### config.mk
export PLATFORM = sky130hd
export DESIGN_NAME = spi_slave_if
export DESIGN_NICKNAME = d
export VERILOG_FILES = /design/src/rtl/spi_slave_if.sv
export SDC_FILE = /design/constraint.sdc
export NUM_CORES = 1
export LEC_CHECK = 0
export CAP_MARGIN = 20
export CORE_MARGIN = 2
export CORE_UTILIZATION = 25
export DETAILED_ROUTE_END_ITERATION = 16
export GPL_ROUTABILITY_DRIVEN = 0
export HOLD_SLACK_MARGIN = 0.02
export SYNTH_ARGS = -nofsm -noshare
export SYNTH_HDL_FRONTEND = slang
export SYNTH_SLANG_ARGS = --single-unit
### constraint.sdc
create_clock -name sys_clk_i -period 3.38 [get_ports sys_clk_i]
set_clock_uncertainty 0.1 [all_clocks]
set_input_delay 0.676 -clock sys_clk_i [delete_from_list [all_inputs] [get_ports sys_clk_i]]
set_output_delay 0.676 -clock sys_clk_i [all_outputs]
set_load 0.03 [all_outputs]
### src/rtl/spi_slave_if.sv
// SPI mode-0 slave front end for a single system clock domain.
// Synchronizes SCK/MOSI/CS, shifts bytes in and out, handshakes TX data.
module spi_slave_if #(
  parameter int SYNC_STAGES = 2
) (
  input  logic       sys_clk_i,
  input  logic       sys_rst_i,
  input  logic       int_clk_i,
  input  logic       int_mosi_i,
  input  logic       int_cs_i,
  output logic       int_miso_o,
  output logic [7:0] rx_data_o,
  output logic       rx_valid_o,
  output logic       rx_first_o,
  output logic [7:0] byte_cnt_o,
  input  logic [7:0] tx_data_i,
  input  logic       tx_valid_i,
  output logic       tx_ready_o,
  output logic       tx_underrun_o,
  output logic       frame_end_o,
  output logic       frame_abort_o
);

  typedef enum logic {IDLE, ACTIVE} state_t;

  localparam int SW = $clog2(SYNC_STAGES + 2);
  localparam logic [SW-1:0] SETTLE = SW'(SYNC_STAGES + 1);

  state_t state;

  logic [SYNC_STAGES-1:0] sck_sync;
  logic [SYNC_STAGES-1:0] mosi_sync;
  logic [SYNC_STAGES-1:0] cs_sync;
  logic                   sck_q;
  logic                   cs_q;
  logic [SW-1:0]          settle;
  logic                   armed;

  logic [7:0] rx_sh;
  logic [7:0] tx_sh;
  logic [7:0] hold;
  logic       hold_full;
  logic [2:0] bit_cnt;
  logic       byte_done;
  logic       load_pend;
  logic       first;

  logic s_sck;
  logic s_mosi;
  logic s_cs;
  logic sck_rise;
  logic sck_fall;
  logic cs_fall;
  logic cs_rise;
  logic cs_fall_go;
  logic cs_rise_go;
  logic sck_rise_go;
  logic sck_fall_go;
  logic tx_load;
  logic tx_accept;

  assign s_sck  = sck_sync[SYNC_STAGES-1];
  assign s_mosi = mosi_sync[SYNC_STAGES-1];
  assign s_cs   = cs_sync[SYNC_STAGES-1];

  always_comb begin
    sck_rise    = s_sck & ~sck_q;
    sck_fall    = ~s_sck & sck_q;
    cs_fall     = ~s_cs & cs_q;
    cs_rise     = s_cs & ~cs_q;
    // A CS fall only counts once CS has been seen high after reset
    cs_fall_go  = (state == IDLE) & cs_fall & armed;
    cs_rise_go  = (state == ACTIVE) & cs_rise;
    sck_rise_go = (state == ACTIVE) & ~cs_rise & sck_rise;
    sck_fall_go = (state == ACTIVE) & ~cs_rise & sck_fall;
    tx_load     = cs_fall_go | (sck_fall_go & load_pend);
    tx_accept   = tx_valid_i & ~hold_full;
  end

  assign tx_ready_o = ~hold_full;
  assign int_miso_o = (state == ACTIVE) & tx_sh[7];

  always_ff @(posedge sys_clk_i or negedge sys_rst_i) begin
    if (!sys_rst_i) begin
      state         <= IDLE;
      sck_sync      <= '0;
      mosi_sync     <= '0;
      cs_sync       <= '1;
      sck_q         <= 1'b0;
      cs_q          <= 1'b1;
      settle        <= '0;
      armed         <= 1'b0;
      rx_sh         <= '0;
      tx_sh         <= '0;
      hold          <= '0;
      hold_full     <= 1'b0;
      bit_cnt       <= '0;
      byte_done     <= 1'b0;
      load_pend     <= 1'b0;
      first         <= 1'b0;
      rx_data_o     <= '0;
      rx_valid_o    <= 1'b0;
      rx_first_o    <= 1'b0;
      byte_cnt_o    <= '0;
      tx_underrun_o <= 1'b0;
      frame_end_o   <= 1'b0;
      frame_abort_o <= 1'b0;
    end else begin
      sck_sync  <= {sck_sync[SYNC_STAGES-2:0], int_clk_i};
      mosi_sync <= {mosi_sync[SYNC_STAGES-2:0], int_mosi_i};
      cs_sync   <= {cs_sync[SYNC_STAGES-2:0], int_cs_i};
      sck_q     <= s_sck;
      cs_q      <= s_cs;

      if (settle != SETTLE) settle <= settle + 1'b1;
      else if (s_cs) armed <= 1'b1;

      rx_valid_o    <= 1'b0;
      tx_underrun_o <= 1'b0;
      frame_end_o   <= 1'b0;
      frame_abort_o <= 1'b0;
      byte_done     <= 1'b0;

      if (byte_done) begin
        rx_data_o  <= rx_sh;
        rx_valid_o <= 1'b1;
        rx_first_o <= first;
        first      <= 1'b0;
        if (byte_cnt_o != 8'hFF) byte_cnt_o <= byte_cnt_o + 8'd1;
      end

      unique case (state)
        IDLE: begin
          if (cs_fall_go) begin
            state      <= ACTIVE;
            bit_cnt    <= '0;
            byte_cnt_o <= '0;
            first      <= 1'b1;
            load_pend  <= 1'b0;
          end
        end
        ACTIVE: begin
          if (cs_rise_go) begin
            state         <= IDLE;
            frame_end_o   <= 1'b1;
            frame_abort_o <= (bit_cnt != 3'd0);
            bit_cnt       <= '0;
            load_pend     <= 1'b0;
          end else begin
            if (sck_rise_go) begin
              rx_sh   <= {rx_sh[6:0], s_mosi};
              bit_cnt <= bit_cnt + 3'd1;
              if (bit_cnt == 3'd7) begin
                byte_done <= 1'b1;
                load_pend <= 1'b1;
              end
            end
            if (sck_fall_go && load_pend) load_pend <= 1'b0;
          end
        end
        default: state <= IDLE;
      endcase

      if (tx_load) begin
        if (hold_full) begin
          tx_sh     <= hold;
          hold_full <= 1'b0;
        end else begin
          tx_sh         <= '0;
          tx_underrun_o <= 1'b1;
        end
      end else if (sck_fall_go) begin
        tx_sh <= {tx_sh[6:0], 1'b0};
      end

      if (tx_accept) begin
        hold      <= tx_data_i;
        hold_full <= 1'b1;
      end
    end
  end

endmodule
# After elaboration in Yosys (flattened, before gate mapping)
# Index checks and enable logic that the tools add are counted.
# word_totals
inputBits	14
ff_bits	64
out_inout_bits	23
elab_cells	100
# op_classes
eq_ne	7
bitwise_logic	23
reduce_logical	8
mux	36
n_addsub	3
# op_table
op	n
$mux 8	7
$mux 1	23
$and 1x1->1	13
$mux 3	3
$not 1->1	9
$add 8x1->8 const B	1
$ne 4x1->1 const B	2
$ne 8x8->1 const B	1
$pmux 3 s2	1
$reduce_and 3->1	2
$ne 2x2->1 const B	2
$pmux 1 s2	2
$reduce_and 2->1	2
$reduce_bool 2->1	2
$add 3x1->3 const B	1
$eq 3x3->1 const B	1
$ne 3x1->1 const B	1
$reduce_bool 3->1	1
$add 2x1->2 const B	1
$logic_and 1x1->1	1
$or 1x1->1	1

# Longest topological paths before layout
# logic_depth
word_depth	9
ltp_mapped	5
ltp_nobuf	4

# Worst setup path after synthesis
# No wires, ideal clock.
# synth_path
path_type	register to output
startpoint	register state
endpoint	output int_miso_o
path_stages_with_launch	3
t_arrival_ns	0.926
path_buffers	1
t_required_ns	2.604
setup_slack_ns	1.678
cell_sequence	dfrtp_1 > clkbuf_1 > and2_1
# synth_between
elab_chain_len	1
# synth_rtl
item	line	source
start: declaration	29	state_t state;
start signal: assignment	85	state <= IDLE;
start signal: assignment	135	state <= ACTIVE;
start signal: assignment	144	state <= IDLE;
$and 1x1->1	81	assign int_miso_o = (state == ACTIVE) & tx_sh[7];
end: declaration	11	output logic int_miso_o,
# Every way passes these cells.

# Final worst setup path
# Same ends and word-level chain as after synthesis.

==> results.tsv <==
metric	value	unit
outcome	finished, final reports clean	
initial_core_util	25.4	%
cts-buffers-inserted	9	
critPathArrivalTime	1.73	ns
routedWlPerCell	12.9	µm
first_global_vias	1781	
core_area	10700	µm²
critical_path_cell_list	and2_1 -> clkdlybuf4s50_1	
cap_violations	0	
worstPathRequired	2.60	ns
hp-class	register to register	
final-instance-count-excl-fill	400	
critical-path-top-delay-family	buffers and inverters	
layout_commonest_cell	sky130_fd_sc_hd__dfrtp_1	
timing.critical_path.fanout_max	13	
floorplan.die.width	108	µm
worst_r2r_path_depth	2	
synth.cell_area	2730	µm²
syn_avg_cell_area	12.7	µm²
clock-root-buffer	sky130_fd_sc_hd__clkbuf_8	
critPathSlowestCell	sky130_fd_sc_hd__clkdlybuf4s50_1	
async_reset_ff_share	100	%
global_route_usage_sum	9.75	%
comb_power_share	19.2	%
crit_path_start_kind	register	
grt_setup_unrepaired	false	
totalWireLength	5.14	mm
synth_seq_cells	64	
maxSlewViolCount	0	
drive_gt1_share	19.6	%
post-route-min-period	2.51	ns
antenna_left	0	
first_pass_grt_wire_length	8.84	mm
post_cts_hold_buffer_count	0	
antenna_cells	0	
overflow	0	
setup-tns-final	0	ns
max_slew_headroom	44.6	%
power_density	579	nW/µm²
yosys.area.top_type_share	55.9	%
finalCritPeriodShare	74.2	%
finalNetCount	274	
vias	1790	
synthTopCellsByArea	sky130_fd_sc_hd__dfrtp_1, sky130_fd_sc_hd__mux2_2, sky130_fd_sc_hd__mux2_4	
route.detailed.drc	0	
drt_first_pass_iters	4	
skew_pair_late_insertion_delay	0.33	ns
clkSinkCount	64	
hpwl_dp	3.47	mm
fmax	399	MHz
number_of_placement_rows	38	
synth_edf_count	0	
post_cts.resized_instances	0	
power.leakage	1.46	nW
worst_path_largest_cell_delay	0.66	ns
synthesis.nets	234	
grt_max_degree	36	
cts_setup_buffers	0	
syn-instance-count	215	
swShare	29.5	%
synth_top_flop_cell	sky130_fd_sc_hd__dfrtp_1	
cellInternalPower	1.39	mW
relative_contribution_of_sequential_cells_to_total_power	51.6	%
critical_path.n_buffers_inverters	1	
final_hold_viol_count	0	
first_iter_violations	86	
fill_cells	1125	
area_growth	24.6	%
final_cell_mix	sky130_fd_sc_hd__dfrtp_1, sky130_fd_sc_hd__clkdlybuf4s50_1, sky130_fd_sc_hd__nand2_1	
post-synth-top-area-cell	sky130_fd_sc_hd__dfrtp_1	
power.net_switching	0.581	mW
dpl.cell_count	384	
dieHeight	108	µm
cts_tree	built	
portBuffers	36	
io_pins	37	
clkPwrFrac	29.2	%
yosys_warnings	0	
worst_path_class_setup	register to primary output	
via_per_inst	4.48	
vdd.ir_drop.worst	0.179	mV
clockBufferDepth	2	
dieArea	11800	µm²
clock_pin_slew_of_the_registers_on_the_worst_case_setup_and_hold_paths	0.08	ns
fin_worst_hold_slack	0.252	ns
setup_viol	0	
hold_depth	0	
share_of_the_yosys_chip_area_belonging_to_registers	58.8	%
timing.critical_path.depth	2	
tightest_slew	0.831	ns
grt_antenna_before_repair	0	
endpoint_kind	primary output	
ctsHtreeMaxLevel	3	
synth_cell_type_count	42	
==> cells by family (layout without fill, tap and decap cells) <==
logic type | after synthesis | after routing | share of synthesized area [%]
flip-flops | 64 | 64 | 58.8
AND/OR/NAND/NOR | 59 | 59 | 11.5
multiplexers | 30 | 30 | 13.0
buffers and inverters | 17 | 62 | 2.75
AO/OA/AOI/OAI | 39 | 39 | 11.3
adder cells (fa/ha/maj) | 5 | 5 | 2.29
XOR/XNOR | 1 | 1 | 0.321
==> Yosys cell counts (2+ instances only) <==
cell type,count
sky130_fd_sc_hd__ha_1,5
sky130_fd_sc_hd__clkbuf_1,2
sky130_fd_sc_hd__and4_1,3
sky130_fd_sc_hd__dfrtp_1,61
sky130_fd_sc_hd__mux2_2,20
sky130_fd_sc_hd__a32o_1,2
sky130_fd_sc_hd__dfstp_2,3
sky130_fd_sc_hd__mux2i_1,4
sky130_fd_sc_hd__nand2b_1,3
sky130_fd_sc_hd__o221a_1,7
sky130_fd_sc_hd__inv_1,8
sky130_fd_sc_hd__a21oi_1,11
sky130_fd_sc_hd__a21boi_0,2
sky130_fd_sc_hd__o21ai_0,3
sky130_fd_sc_hd__a21o_1,2
sky130_fd_sc_hd__nand2_1,24
sky130_fd_sc_hd__nor2_1,8
sky130_fd_sc_hd__mux2_4,6
sky130_fd_sc_hd__nand3_1,4
sky130_fd_sc_hd__buf_2,6
sky130_fd_sc_hd__nor2b_1,5
sky130_fd_sc_hd__and3_1,3
sky130_fd_sc_hd__and2_1,4
==> power by group through the flow <==
stage               registers [mW]  clock network (mW)  logic [mW]
floorplan                    0.992                   0       0.300
global placement              1.03                   0       0.369
detailed placement            1.03                   0       0.383
CTS                           1.02               0.607       0.384
global route                  1.04               0.649       0.424
finish                        1.02               0.574       0.379
==> final timing paths <==
path / from / to / slack, ns
worst max-delay path: state / int_miso_o / 0.87
min in group asynchronous: sys_rst_i / byte_cnt_o[6] / 0.34
worst min register to register: mosi_sync[0] / mosi_sync[1] / 0.25
max in group asynchronous: sys_rst_i / cs_sync[1] / 2.05
worst max register to register: state / bit_cnt[2] / 1.52
worst min-delay path: mosi_sync[0] / mosi_sync[1] / 0.25
==> sequential cells by signal, indices dropped and copies added, names as in the netlist, 3 cells and up <==
register / cells
byte_cnt_o: 8
hold: 8
rx_data_o: 8
rx_sh: 8
tx_sh: 8
bit_cnt: 3
==> metal layers <==
layer / part of all wire, % / GRT usage [%] / vias to the layer above
li1: - / - / 850
met1: 50 / 13.0 / 901
met2: 45 / 14.6 / 33
met3: 3.4 / 2.71 / 6
met4: 1.6 / 4.40 / 0
met5: 0 / 0 / -
==> per-stage QoR <==
step | setup WS, ns | total power [mW] | cell area [µm²] | utilization [%]
after floorplan | 1.68 | 1.29 | 2730 | -
after global placement | 1.05 | 1.39 | 3230 | 30.1
after detailed placement | 0.978 | 1.41 | 3230 | 30.1
after CTS | 0.828 | 2.01 | 3400 | 31.6
after global routing | 0.760 | 2.12 | 3400 | 31.6
final | 0.873 | 1.97 | 3400 | 31.6
==> layout make-up <==
cell class,instances,area (µm²),share of cell area [%]
clock buffers,9,124,3.64
clock inverters,7,47.5,1.40
inverters,8,30.0,0.883
multi-input cells,134,1050,30.8
flip-flops and latches,64,1610,47.2
well taps,140,175,5.15
repair buffers,38,370,10.9
Power figures use the tool's default switching activity.
